File: config.mk
export PLATFORM = sky130hd
export DESIGN_NAME = nibble_serial_bridge
export DESIGN_NICKNAME = d
export VERILOG_FILES = /design/src/rtl/nibble_serial_bridge.sv
export SDC_FILE = /design/constraint.sdc
export NUM_CORES = 1
export LEC_CHECK = 0
export ABC_AREA = 1
export CORE_MARGIN = 1
export CORE_UTILIZATION = 60
export CTS_BUF_LIST = sky130_fd_sc_hd__clkbuf_4 sky130_fd_sc_hd__clkbuf_8
export DETAILED_ROUTE_END_ITERATION = 7
export HOLD_SLACK_MARGIN = 0.1
export PLACE_DENSITY_LB_ADDON = 0.2
export SYNTH_ARGS = -nofsm -noshare
export SYNTH_HDL_FRONTEND = slang
export SYNTH_SLANG_ARGS = --single-unit
File: constraint.sdc
create_clock -name clk -period 2.6 [get_ports clk]
set_clock_uncertainty 0.05 [all_clocks]
set_input_delay 0.39 -clock clk [delete_from_list [all_inputs] [get_ports clk]]
set_output_delay 0.39 -clock clk [all_outputs]
set_load 0.01 [all_outputs]
File: src/rtl/nibble_serial_bridge.sv
// Bit-serial front end for a W-bit two-operand datapath: shifts in A then B,
// presents them in parallel, samples the result after LAT edges and shifts it out.
module nibble_serial_bridge #(
    parameter int W   = 4,
    parameter int LAT = 1
) (
    input  logic         clk,
    input  logic         rst,
    input  logic         s_in,
    input  logic         s_in_valid,
    output logic [W-1:0] a_out,
    output logic [W-1:0] b_out,
    output logic         op_valid,
    input  logic [W-1:0] o_in,
    output logic         s_out,
    output logic         s_out_valid,
    output logic         busy
);

    localparam int CW = $clog2(2 * W);
    localparam int TW = $clog2(W);

    localparam logic [1:0] ST_RX   = 2'd0;
    localparam logic [1:0] ST_HOLD = 2'd1;
    localparam logic [1:0] ST_TX   = 2'd2;

    localparam logic [CW-1:0] BIT_LAST = CW'(2 * W - 1);
    localparam logic [TW-1:0] TX_LAST  = TW'(W - 1);
    localparam logic [3:0]    WAIT_INIT = 4'(LAT);

    logic [1:0]     r_state;
    logic [CW-1:0]  r_bit_cnt;
    logic [2*W-2:0] r_shift;
    logic [W-1:0]   r_a;
    logic [W-1:0]   r_b;
    logic           r_op_valid;
    logic [3:0]     r_wait;
    logic [W-1:0]   r_tx;
    logic [TW-1:0]  r_tx_cnt;
    logic           r_s_out;
    logic           r_s_out_valid;
    logic           r_busy;

    // Receive/hold/transmit sequencer; every output is a register image.
    always_ff @(posedge clk) begin
        if (rst) begin
            r_state       <= ST_RX;
            r_bit_cnt     <= '0;
            r_shift       <= '0;
            r_a           <= '0;
            r_b           <= '0;
            r_op_valid    <= 1'b0;
            r_wait        <= 4'd0;
            r_tx          <= '0;
            r_tx_cnt      <= '0;
            r_s_out       <= 1'b0;
            r_s_out_valid <= 1'b0;
            r_busy        <= 1'b0;
        end else begin
            r_op_valid <= 1'b0;
            case (r_state)
                ST_RX: begin
                    if (s_in_valid) begin
                        if (r_bit_cnt == BIT_LAST) begin
                            // final bit bypasses the shifter straight into b_out[0]
                            r_a        <= r_shift[2*W-2:W-1];
                            r_b        <= {r_shift[W-2:0], s_in};
                            r_shift    <= '0;
                            r_bit_cnt  <= '0;
                            r_op_valid <= 1'b1;
                            r_wait     <= WAIT_INIT;
                            r_state    <= ST_HOLD;
                            r_busy     <= 1'b1;
                        end else begin
                            r_shift   <= {r_shift[2*W-3:0], s_in};
                            r_bit_cnt <= r_bit_cnt + CW'(1);
                        end
                    end
                end
                ST_HOLD: begin
                    if (r_wait == 4'd1) begin
                        r_tx          <= {o_in[W-2:0], 1'b0};
                        r_s_out       <= o_in[W-1];
                        r_s_out_valid <= 1'b1;
                        r_tx_cnt      <= '0;
                        r_state       <= ST_TX;
                    end else begin
                        r_wait <= r_wait - 4'd1;
                    end
                end
                ST_TX: begin
                    if (r_tx_cnt == TX_LAST) begin
                        r_state       <= ST_RX;
                        r_s_out       <= 1'b0;
                        r_s_out_valid <= 1'b0;
                        r_busy        <= 1'b0;
                    end else begin
                        r_s_out  <= r_tx[W-1];
                        r_tx     <= {r_tx[W-2:0], 1'b0};
                        r_tx_cnt <= r_tx_cnt + TW'(1);
                    end
                end
                default: begin
                    r_state       <= ST_RX;
                    r_bit_cnt     <= '0;
                    r_s_out       <= 1'b0;
                    r_s_out_valid <= 1'b0;
                    r_busy        <= 1'b0;
                end
            endcase
        end
    end

    assign a_out       = r_a;
    assign b_out       = r_b;
    assign op_valid    = r_op_valid;
    assign s_out       = r_s_out;
    assign s_out_valid = r_s_out_valid;
    assign busy        = r_busy;

endmodule

==> results of run 1 <==
==> worst min path at each step <==
stage	end	slack [ns]	depth (start not counted)
after detailed placement	b_out[1]	0.41	2
after global placement	b_out[2]	0.40	2
final	a_out[3]	0.42	2
after floorplan	r_bit_cnt[1]	0.39	2
after CTS	b_out[1]	0.42	2
after global routing	b_out[1]	0.44	2
==> power breakdown <==
part           total [mW]  switching (mW)  internal [mW]
registers           0.694          0.0713          0.623
logic               0.931           0.609          0.322
clock network       0.410           0.170          0.240
==> through the flow <==
| step | power [mW] | cells | setup WS [ns] | util, % |
|---|---|---|---|---|
| after floorplan | 1.39 | 201 | 1.24 | - |
| after global routing | 2.18 | 252 | 0.681 | 79.1 |
| after CTS | 2.03 | 252 | 0.852 | 79.1 |
| after detailed placement | 1.60 | 244 | 0.752 | 75.2 |
| after global placement | 1.54 | 244 | 0.841 | 75.2 |
| final | 2.04 | 252 | 0.846 | 79.1 |
==> critical path, stage by stage, from the launching register on <==
cell and delay [ns]:
dfxtp_1 0.36, ha_1 0.16, ha_1 0.43, nand2_1 0.12
nand2_2 0.16, nand2_1 0.09, inv_2 0.08, nand3_1 0.06
nand2_1 0.08, nor2_1 0.05
==> synth_stat cells, drive strengths merged <==
library cell | instances | area, um^2
nand3 | 17 | 90.1
dfxtp | 33 | 661
a22oi | 7 | 52.6
nand4 | 4 | 25.0
clkbuf | 3 | 11.3
o21ai | 7 | 35.0
buf | 2 | 12.5
ha | 10 | 125
a21oi | 15 | 75.1
inv | 19 | 71.3
nand2 | 49 | 194
nor3b | 1 | 18.8
nor2 | 33 | 124
a31oi | 1 | 6.26
==> layout make-up <==
type	instances	area, um^2
inverter	19	71.3
tap	28	35.0
sequential	33	661
multi-input combinational	144	746
clock buffer	7	58.8
fill	167	477
clock inverter	1	30.0
timing repair buffer	20	198
==> registers in the layout, summed over array words and instances (netlist names), 2 cells and up <==
name	cells
a_out	4
r_shift	7
r_bit_cnt	3
r_wait	4
r_tx_cnt	2
b_out	4
r_state	2
r_tx	3
==> kinds of logic after synthesis <==
family	after synthesis	share of synthesized area, %
compound gates	30	11.2
fa+ha+maj	10	8.33
buf+inv	24	6.33
flops	33	44.0
simple gates	104	30.1
==> routing by layer <==
metal / vias up / routed length [um] / global-route usage (%)
met2: 46 / 1520 / 44.7
li1: 699 / - / -
met1: 644 / 1490 / 34.1
met4: 0 / 43 / 11.3
met5: - / 0 / 0
met3: 5 / 164 / 6.14
==> impl_metrics.env, run 1 <==
export IMPL_timing_final_hold_violations=0
export IMPL_ir_drop_mv=1.12
export IMPL_synth_seq_area_share_pct=44.0
export IMPL_cts_num_sinks=33
export IMPL_whs_ns=0.420
export IMPL_core_rowCount=17
export IMPL_wl_per_cell_um=12.8
export IMPL_avgSynthCellArea_um2=7.47
export IMPL_cts_resized=0
export IMPL_grt_use_total_pct=27.3
export IMPL_rsz0062_at_grt="no"
export IMPL_cts_setup_buffers=0
export IMPL_tightest_slew_ns=0.456
export IMPL_crit_end="s_out_valid"
export IMPL_crit_arrival_ns=1.93
export IMPL_setup_tns_ns=0
export IMPL_grt_overflow_total=0
export IMPL_drt_initial_drc_count=47
export IMPL_crit_fanout=12
export IMPL_cts_tree="yes"
export IMPL_synth_seq_cells=33
export IMPL_holdBufCountCts=0
export IMPL_power_density_mw_per_mm2=1130
export IMPL_p_leak_nw=0.757
export IMPL_rrSetupSlack_ns=0.85
export IMPL_root_buffer="clkbuf_4"
export IMPL_status="complete, no violations"
export IMPL_dpl_cell_area_mm2=0.00171
export IMPL_die_h_um=52.0
export IMPL_area_growth_pct=19.8
export IMPL_post_drt_via_cell_ratio=5.53
export IMPL_grt_max_degree=22
export IMPL_relSlewSlack_pct=69.6
export IMPL_fmax_mhz=570
export IMPL_cp_end_kind="flip-flop"
export IMPL_hpwlAfterDp_mm=2.19
export IMPL_maxSlewViolCount=0
export IMPL_criticalPathCategory="reg -> reg"
export IMPL_layout_commonest_cell="nand2_1"
export IMPL_start_util_pct=66.0
export IMPL_dieArea_mm2=0.00271
export IMPL_fin_area_mm2=0.00180
export IMPL_hold_path_class="reg -> reg"
export IMPL_finalCritPeriodShare_pct=67.4
export IMPL_worstSetupStartpoint="r_bit_cnt[0]"
export IMPL_wirelength_mm=3.21
export IMPL_num_io_pins=20
export IMPL_post_route_min_period_ns=1.75
export IMPL_rr_worst_depth=9
export IMPL_worstPathRequired_ns=2.78
export IMPL_portBuffers=19
export IMPL_final_cell_mix="45 x nand2_1, 33 x nor2_1, 33 x dfxtp_1"
export IMPL_gp_congestion=0.794
export IMPL_ant_nets=0
export IMPL_htreeDepth=2
export IMPL_insertion_delay_ns=0.33
export IMPL_syn_area_mm2=0.00150
export IMPL_syn_nets=219
export IMPL_die_w_um=52.0
export IMPL_setup_viol_count_final=0
export IMPL_core_area_mm2=0.00228
export IMPL_remaining_drc_errors=0
export IMPL_drive_above_1_share_pct=8.93
export IMPL_n_antenna_cell=0
export IMPL_r2r_end="s_out_valid"
export IMPL_cts_buffers=5
export IMPL_first_pass_iters=4
export IMPL_reg2reg_from="r_bit_cnt[0]"
export IMPL_yosysUniqueCellTypes=19
export IMPL_finalNetCount=241
export IMPL_syn_instance_count=201
export IMPL_clk_pin_slew_worst_paths_ns=0.10
export IMPL_antenna_found_initial=0
export IMPL_grt_pass1_wl_mm=5.33
export IMPL_cts_max_path_buffers=2
export IMPL_vias=1394
export IMPL_grt_pass1_vias=1228
export IMPL_cap_violations=0
export IMPL_hold_start="a_out[3]"
export IMPL_yosysWarnings=0
export IMPL_start_kind="flip-flop"
No activity file was read; power rests on OpenSTA's default activity.
==> run 2: changes to the inputs <==
--- a/config.mk
+++ b/config.mk
@@ -7,7 +7,7 @@
 export LEC_CHECK = 0
 export ABC_AREA = 1
 export CORE_MARGIN = 1
-export CORE_UTILIZATION = 60
+export CORE_UTILIZATION = 56
 export CTS_BUF_LIST = sky130_fd_sc_hd__clkbuf_4 sky130_fd_sc_hd__clkbuf_8
 export DETAILED_ROUTE_END_ITERATION = 7
 export HOLD_SLACK_MARGIN = 0.1
==> constraint.sdc (replaced) <==
create_clock -name clk -period 1.8 [get_ports clk]
set_clock_uncertainty 0.05 [all_clocks]
set_input_delay 0.27 -clock clk [delete_from_list [all_inputs] [get_ports clk]]
set_output_delay 0.27 -clock clk [all_outputs]
set_load 0.01 [all_outputs]
==> run 2 against run 1 <==
Die area is 6.9% higher. Core utilization fell by 6.4 points. Wire length grew 2.2%. Largest cell class unchanged. Largest power group unchanged.
==> impl_metrics.env, run 2 (synthesized netlist as in run 1, its figures left out) <==
export IMPL_status="complete, no violations"
export IMPL_p_switching_mw=1.23
export IMPL_final_cell_mix="45 x nand2_1, 33 x nor2_1, 33 x dfxtp_1"
export IMPL_core_area_mm2=0.00250
export IMPL_start_kind="flip-flop"
export IMPL_relSlewSlack_pct=78.9
export IMPL_hold_start="b_out[2]"
export IMPL_min_to="b_out[2]"
export IMPL_drive_above_1_share_pct=9.73
export IMPL_finalNetCount=243
export IMPL_fmax_mhz=608
export IMPL_setup_tns_ns=0
export IMPL_tightest_slew_ns=0.316
export IMPL_first_pass_iters=4
export IMPL_crit_arrival_ns=1.87
export IMPL_insertion_delay_ns=0.34
export IMPL_antenna_found_initial=0
export IMPL_post_route_min_period_ns=1.64
export IMPL_die_h_um=53.8
export IMPL_grt_max_degree=22
export IMPL_cap_violations=0
export IMPL_setup_viol_count_final=0
export IMPL_pwr_share_comb_pct=45.6
export IMPL_cts_max_path_buffers=2
export IMPL_layout_commonest_cell="nand2_1"
export IMPL_start_util_pct=60.1
export IMPL_die_w_um=53.8
export IMPL_ant_nets=0
export IMPL_r2r_end="b_out[3]"
export IMPL_slowest_delay_ns=0.42
export IMPL_whs_path_depth=2
export IMPL_timing_final_hold_violations=0
export IMPL_worstPathRequired_ns=2.02
export IMPL_area_growth_pct=21.0
export IMPL_root_buffer="clkbuf_4"
export IMPL_gp_congestion=0.802
export IMPL_grt_pass1_wl_mm=5.08
export IMPL_hold_path_class="reg -> reg"
export IMPL_cp_cell_sequence="inv_1 -> ha_1 -> nand2_2 -> inv_2 -> nand2_1 -> nand2_1 -> a21oi_1"
export IMPL_fin_util_pct=72.7
export IMPL_worstSetupStartpoint="r_state[0]"
export IMPL_hpwlAfterDp_mm=2.39
export IMPL_drt_initial_drc_count=42
export IMPL_power_frac_clock_pct=20.3
export IMPL_post_drt_via_cell_ratio=5.40
export IMPL_p_leak_nw=0.767
export IMPL_remaining_drc_errors=0
export IMPL_num_io_pins=20
export IMPL_rr_worst_depth=7
export IMPL_crit_fanout=9
export IMPL_vias=1382
export IMPL_p_seq_share_pct=34.2
export IMPL_htreeDepth=2
export IMPL_power_density_mw_per_mm2=1630
export IMPL_cts_tree="yes"
export IMPL_largest_register="r_shift"
export IMPL_portBuffers=19
export IMPL_crit_slowest_cell="dfxtp_1"
export IMPL_wl_per_cell_um=12.8
export IMPL_grt_overflow_total=0
export IMPL_wirelength_mm=3.28
export IMPL_maxSlewViolCount=0
export IMPL_rsz0062_at_grt="no"
export IMPL_largest_reg_flops=7
export IMPL_criticalPathCategory="reg -> reg"
export IMPL_ir_drop_mv=1.26
export IMPL_cts_buffers=5
export IMPL_crit_top_cell="nand2_1"
export IMPL_n_antenna_cell=0
export IMPL_holdBufCountCts=0
export IMPL_grt_pass1_vias=1177
export IMPL_dieArea_mm2=0.00289
export IMPL_core_rowCount=18
export IMPL_intPower_mw=1.73
export IMPL_finalCritPeriodShare_pct=91.3
export IMPL_clk_pin_slew_worst_paths_ns=0.10
export IMPL_rrSetupSlack_ns=0.16
export IMPL_grt_use_total_pct=25.6
export IMPL_cts_num_sinks=33
export IMPL_cts_setup_buffers=0
export IMPL_cts_resized=0
export IMPL_reg2reg_from="r_state[0]"
export IMPL_sw_frac_of_total_pct=41.6
export IMPL_cp_end_kind="flip-flop"
-- run 2: worst max-delay path by stage --
stage               end  slack (ns)  cells after the start
6_report       b_out[3]        0.16                      7
5_1_grt        b_out[3]       0.001                      7
4_1_cts        b_out[3]        0.16                      7
3_5_place_dp   b_out[3]        0.14                      6
3_3_place_gp   a_out[1]        0.22                      6
2_1_floorplan  a_out[0]        0.44                      6
-- run 2: final cells by class --
type	count	area (um^2)
flip-flops and latches	33	661
multi-input cells	144	746
repair buffers	22	213
fillers	194	683
well taps	30	37.5
inverters	19	71.3
clock buffers	7	58.8
clock inverters	1	30.0
-- run 2: per-stage QoR --
| step | instance area (um^2) | total power, mW | std cells | hold WS (ns) | worst slack (ns) |
|---|---|---|---|---|---|
| 6_report | 1820 | 2.95 | 256 | 0.427 | 0.156 |
| 3_5_place_dp | 1730 | 2.34 | 248 | 0.412 | 0.136 |
| 4_1_cts | 1820 | 2.94 | 256 | 0.428 | 0.155 |
| 2_1_floorplan | 1500 | 2.01 | 201 | 0.289 | 0.441 |
| 3_3_place_gp | 1730 | 2.24 | 248 | 0.398 | 0.219 |
| 5_1_grt | 1820 | 3.17 | 256 | 0.441 | 0.000971 |
-- run 2: power groups by stage --
| stage | Sequential (mW) | Clock, mW | Combinational [mW] |
|---|---|---|---|
| final | 1.01 | 0.599 | 1.35 |
| after global placement | 1.01 | 0 | 1.24 |
| after CTS | 1.01 | 0.600 | 1.34 |
| after floorplan | 1.01 | 0 | 0.998 |
| after global routing | 1.02 | 0.641 | 1.51 |
| after detailed placement | 1.02 | 0 | 1.32 |
-- run 2: layer usage --
| metal | vias up | wire [um] | track usage (%) |
|---|---|---|---|
| met4 | 0 | 50 | 9.21 |
| met1 | 636 | 1480 | 30.9 |
| li1 | 700 | - | - |
| met3 | 7 | 178 | 9.32 |
| met2 | 39 | 1570 | 41.4 |
| met5 | - | 0 | 0 |
-- run 2: worst max-delay path: cells and delay by family (launching register included) --
family | cells | cell delay [ns]
buf+inv | 2 | 0.20
compound gates | 1 | 0.14
simple gates | 3 | 0.48
flops | 1 | 0.42
fa+ha+maj | 1 | 0.28
==> run 3: changes to the inputs <==
--- a/config.mk
+++ b/config.mk
@@ -6,7 +6,7 @@
 export NUM_CORES = 1
 export LEC_CHECK = 0
 export ABC_AREA = 1
-export CORE_MARGIN = 1
+export CORE_MARGIN = 2
 export CORE_UTILIZATION = 56
 export CTS_BUF_LIST = sky130_fd_sc_hd__clkbuf_4 sky130_fd_sc_hd__clkbuf_8
 export DETAILED_ROUTE_END_ITERATION = 7
==> run 3 against run 2 <==
Non-clock buffer count unchanged. Power is 1.3% lower. Combinational power is essentially flat. Flip-flop and latch count did not move. Wire length shrank 9.0%. Global-route usage down 4.2 points.
==> impl_metrics.env, run 3 (synthesized netlist as in run 1, its figures left out) <==
export IMPL_status="complete, no violations"
export IMPL_ant_nets=0
export IMPL_timing_final_hold_violations=0
export IMPL_start_kind="flip-flop"
export IMPL_setup_tns_ns=0
export IMPL_crit_family="buffers and inverters"
export IMPL_dieArea_mm2=0.00311
export IMPL_n_fill_cell=182
export IMPL_cp_end_kind="primary output"
export IMPL_final_cell_mix="44 x nand2_1, 33 x nor2_1, 33 x dfxtp_1"
export IMPL_drt_initial_drc_count=43
export IMPL_layout_commonest_cell="nand2_1"
export IMPL_fmax_mhz=629
export IMPL_worst_path_buf_inv=1
export IMPL_grt_overflow_total=0
export IMPL_hold_path_class="reg -> reg"
export IMPL_first_pass_iters=4
export IMPL_slowest_delay_ns=0.56
export IMPL_crit_fanout=2
export IMPL_finalNetCount=243
export IMPL_post_route_min_period_ns=1.59
export IMPL_die_h_um=55.8
export IMPL_design_power_total_mw=2.91
export IMPL_remaining_drc_errors=0
export IMPL_finalCritPeriodShare_pct=88.3
export IMPL_num_io_pins=20
export IMPL_vias=1360
export IMPL_tightest_slew_ns=0.322
export IMPL_core_area_mm2=0.00250
export IMPL_htreeDepth=2
export IMPL_crit_arrival_ns=1.27
export IMPL_cts_setup_buffers=0
export IMPL_post_drt_via_cell_ratio=5.31
export IMPL_wl_per_cell_um=11.7
export IMPL_cts_num_sinks=33
export IMPL_area_growth_pct=21.2
export IMPL_hpwlAfterDp_mm=2.17
export IMPL_cts_buffers=5
export IMPL_worstPathRequired_ns=1.48
export IMPL_crit_slowest_cell="clkdlybuf4s50_1"
export IMPL_fin_util_pct=72.8
export IMPL_antenna_found_initial=0
export IMPL_p_leak_nw=0.768
export IMPL_relSlewSlack_pct=78.5
export IMPL_criticalPathCategory="reg -> out"
export IMPL_cap_violations=0
export IMPL_power_density_mw_per_mm2=1600
export IMPL_grt_pass1_vias=1258
export IMPL_largest_register="r_shift"
export IMPL_root_buffer="clkbuf_4"
export IMPL_core_rowCount=18
export IMPL_grt_max_degree=22
export IMPL_setup_viol_count_final=0
export IMPL_drive_above_1_share_pct=10.2
export IMPL_gp_congestion=0.810
export IMPL_die_w_um=55.8
export IMPL_maxSlewViolCount=0
export IMPL_start_util_pct=60.1
export IMPL_n_antenna_cell=0
export IMPL_rsz0062_at_grt="no"
export IMPL_cts_max_path_buffers=2
export IMPL_cts_tree="yes"
export IMPL_ir_drop_mv=1.49
export IMPL_cp_cell_sequence="clkdlybuf4s50_1"
export IMPL_wirelength_mm=2.99
export IMPL_largest_reg_flops=7
export IMPL_grt_use_total_pct=21.4
export IMPL_insertion_delay_ns=0.34
export IMPL_portBuffers=19
export IMPL_grt_pass1_wl_mm=5.23
export IMPL_clk_pin_slew_worst_paths_ns=0.10
## run 3: repair_timing
action / in CTS / in global routing
hold buffers: 0 / 0
setup endpoints to repair: 0 / 1
hold endpoints to repair: 0 / 0
gates resized for setup: 0 / 1
## run 3: report_power, final
| group | total (mW) | internal, mW | switching (mW) |
|---|---|---|---|
| Combinational | 1.32 | 0.478 | 0.843 |
| Sequential | 1.00 | 0.900 | 0.102 |
| Clock | 0.592 | 0.347 | 0.245 |
## run 3: layout make-up
cell class	count	area, um^2	share of cell area, %
inverter	19	71.3	3.92
tap	30	37.5	2.06
clock inverter	1	30.0	1.65
sequential	33	661	36.3
clock buffer	7	58.8	3.23
timing repair buffer	22	213	11.7
multi-input combinational	144	748	41.1
## run 3: routing by layer
metal / vias up / part of all wire, % / track usage, %
met5: - / 0 / 0
met4: 0 / 3.2 / 13.6
met3: 11 / 5.6 / 5.58
met2: 41 / 45 / 33.7
met1: 608 / 46 / 25.9
li1: 700 / - / -
## run 3: worst register-to-register path, stage by stage (launching register included)
cell and delay, ns:
dfxtp_1 0.41, inv_1 0.10, ha_1 0.29, inv_2 0.11, nand2_1 0.05, nand2_1 0.08, nand2_2 0.09, inv_2 0.12
nand2_1 0.07, nand2_1 0.06, nor2_1 0.04
## run 3: through the flow
| stage | hold slack, ns | instances | setup WS, ns | instance area (um^2) |
|---|---|---|---|---|
| finish | 0.421 | 256 | 0.211 | 1820 |
| global route | 0.435 | 256 | 0.0640 | 1820 |
| CTS | 0.420 | 256 | 0.177 | 1820 |
| detailed placement | 0.409 | 248 | 0.139 | 1730 |
| global placement | 0.400 | 248 | 0.215 | 1730 |
| floorplan | 0.289 | 201 | 0.441 | 1500 |
## run 3: path summary, 6_finish.rpt
| path | start | depth (start not counted) | slack [ns] | to |
|---|---|---|---|---|
| setup / recovery | a_out[1] | 1 | 0.21 | a_out[1] |
| hold / removal | a_out[2] | 2 | 0.42 | a_out[2] |
| setup reg to reg | r_state[0] | 10 | 0.24 | r_tx_cnt[1] |
| hold reg to reg | a_out[2] | 2 | 0.42 | a_out[2] |
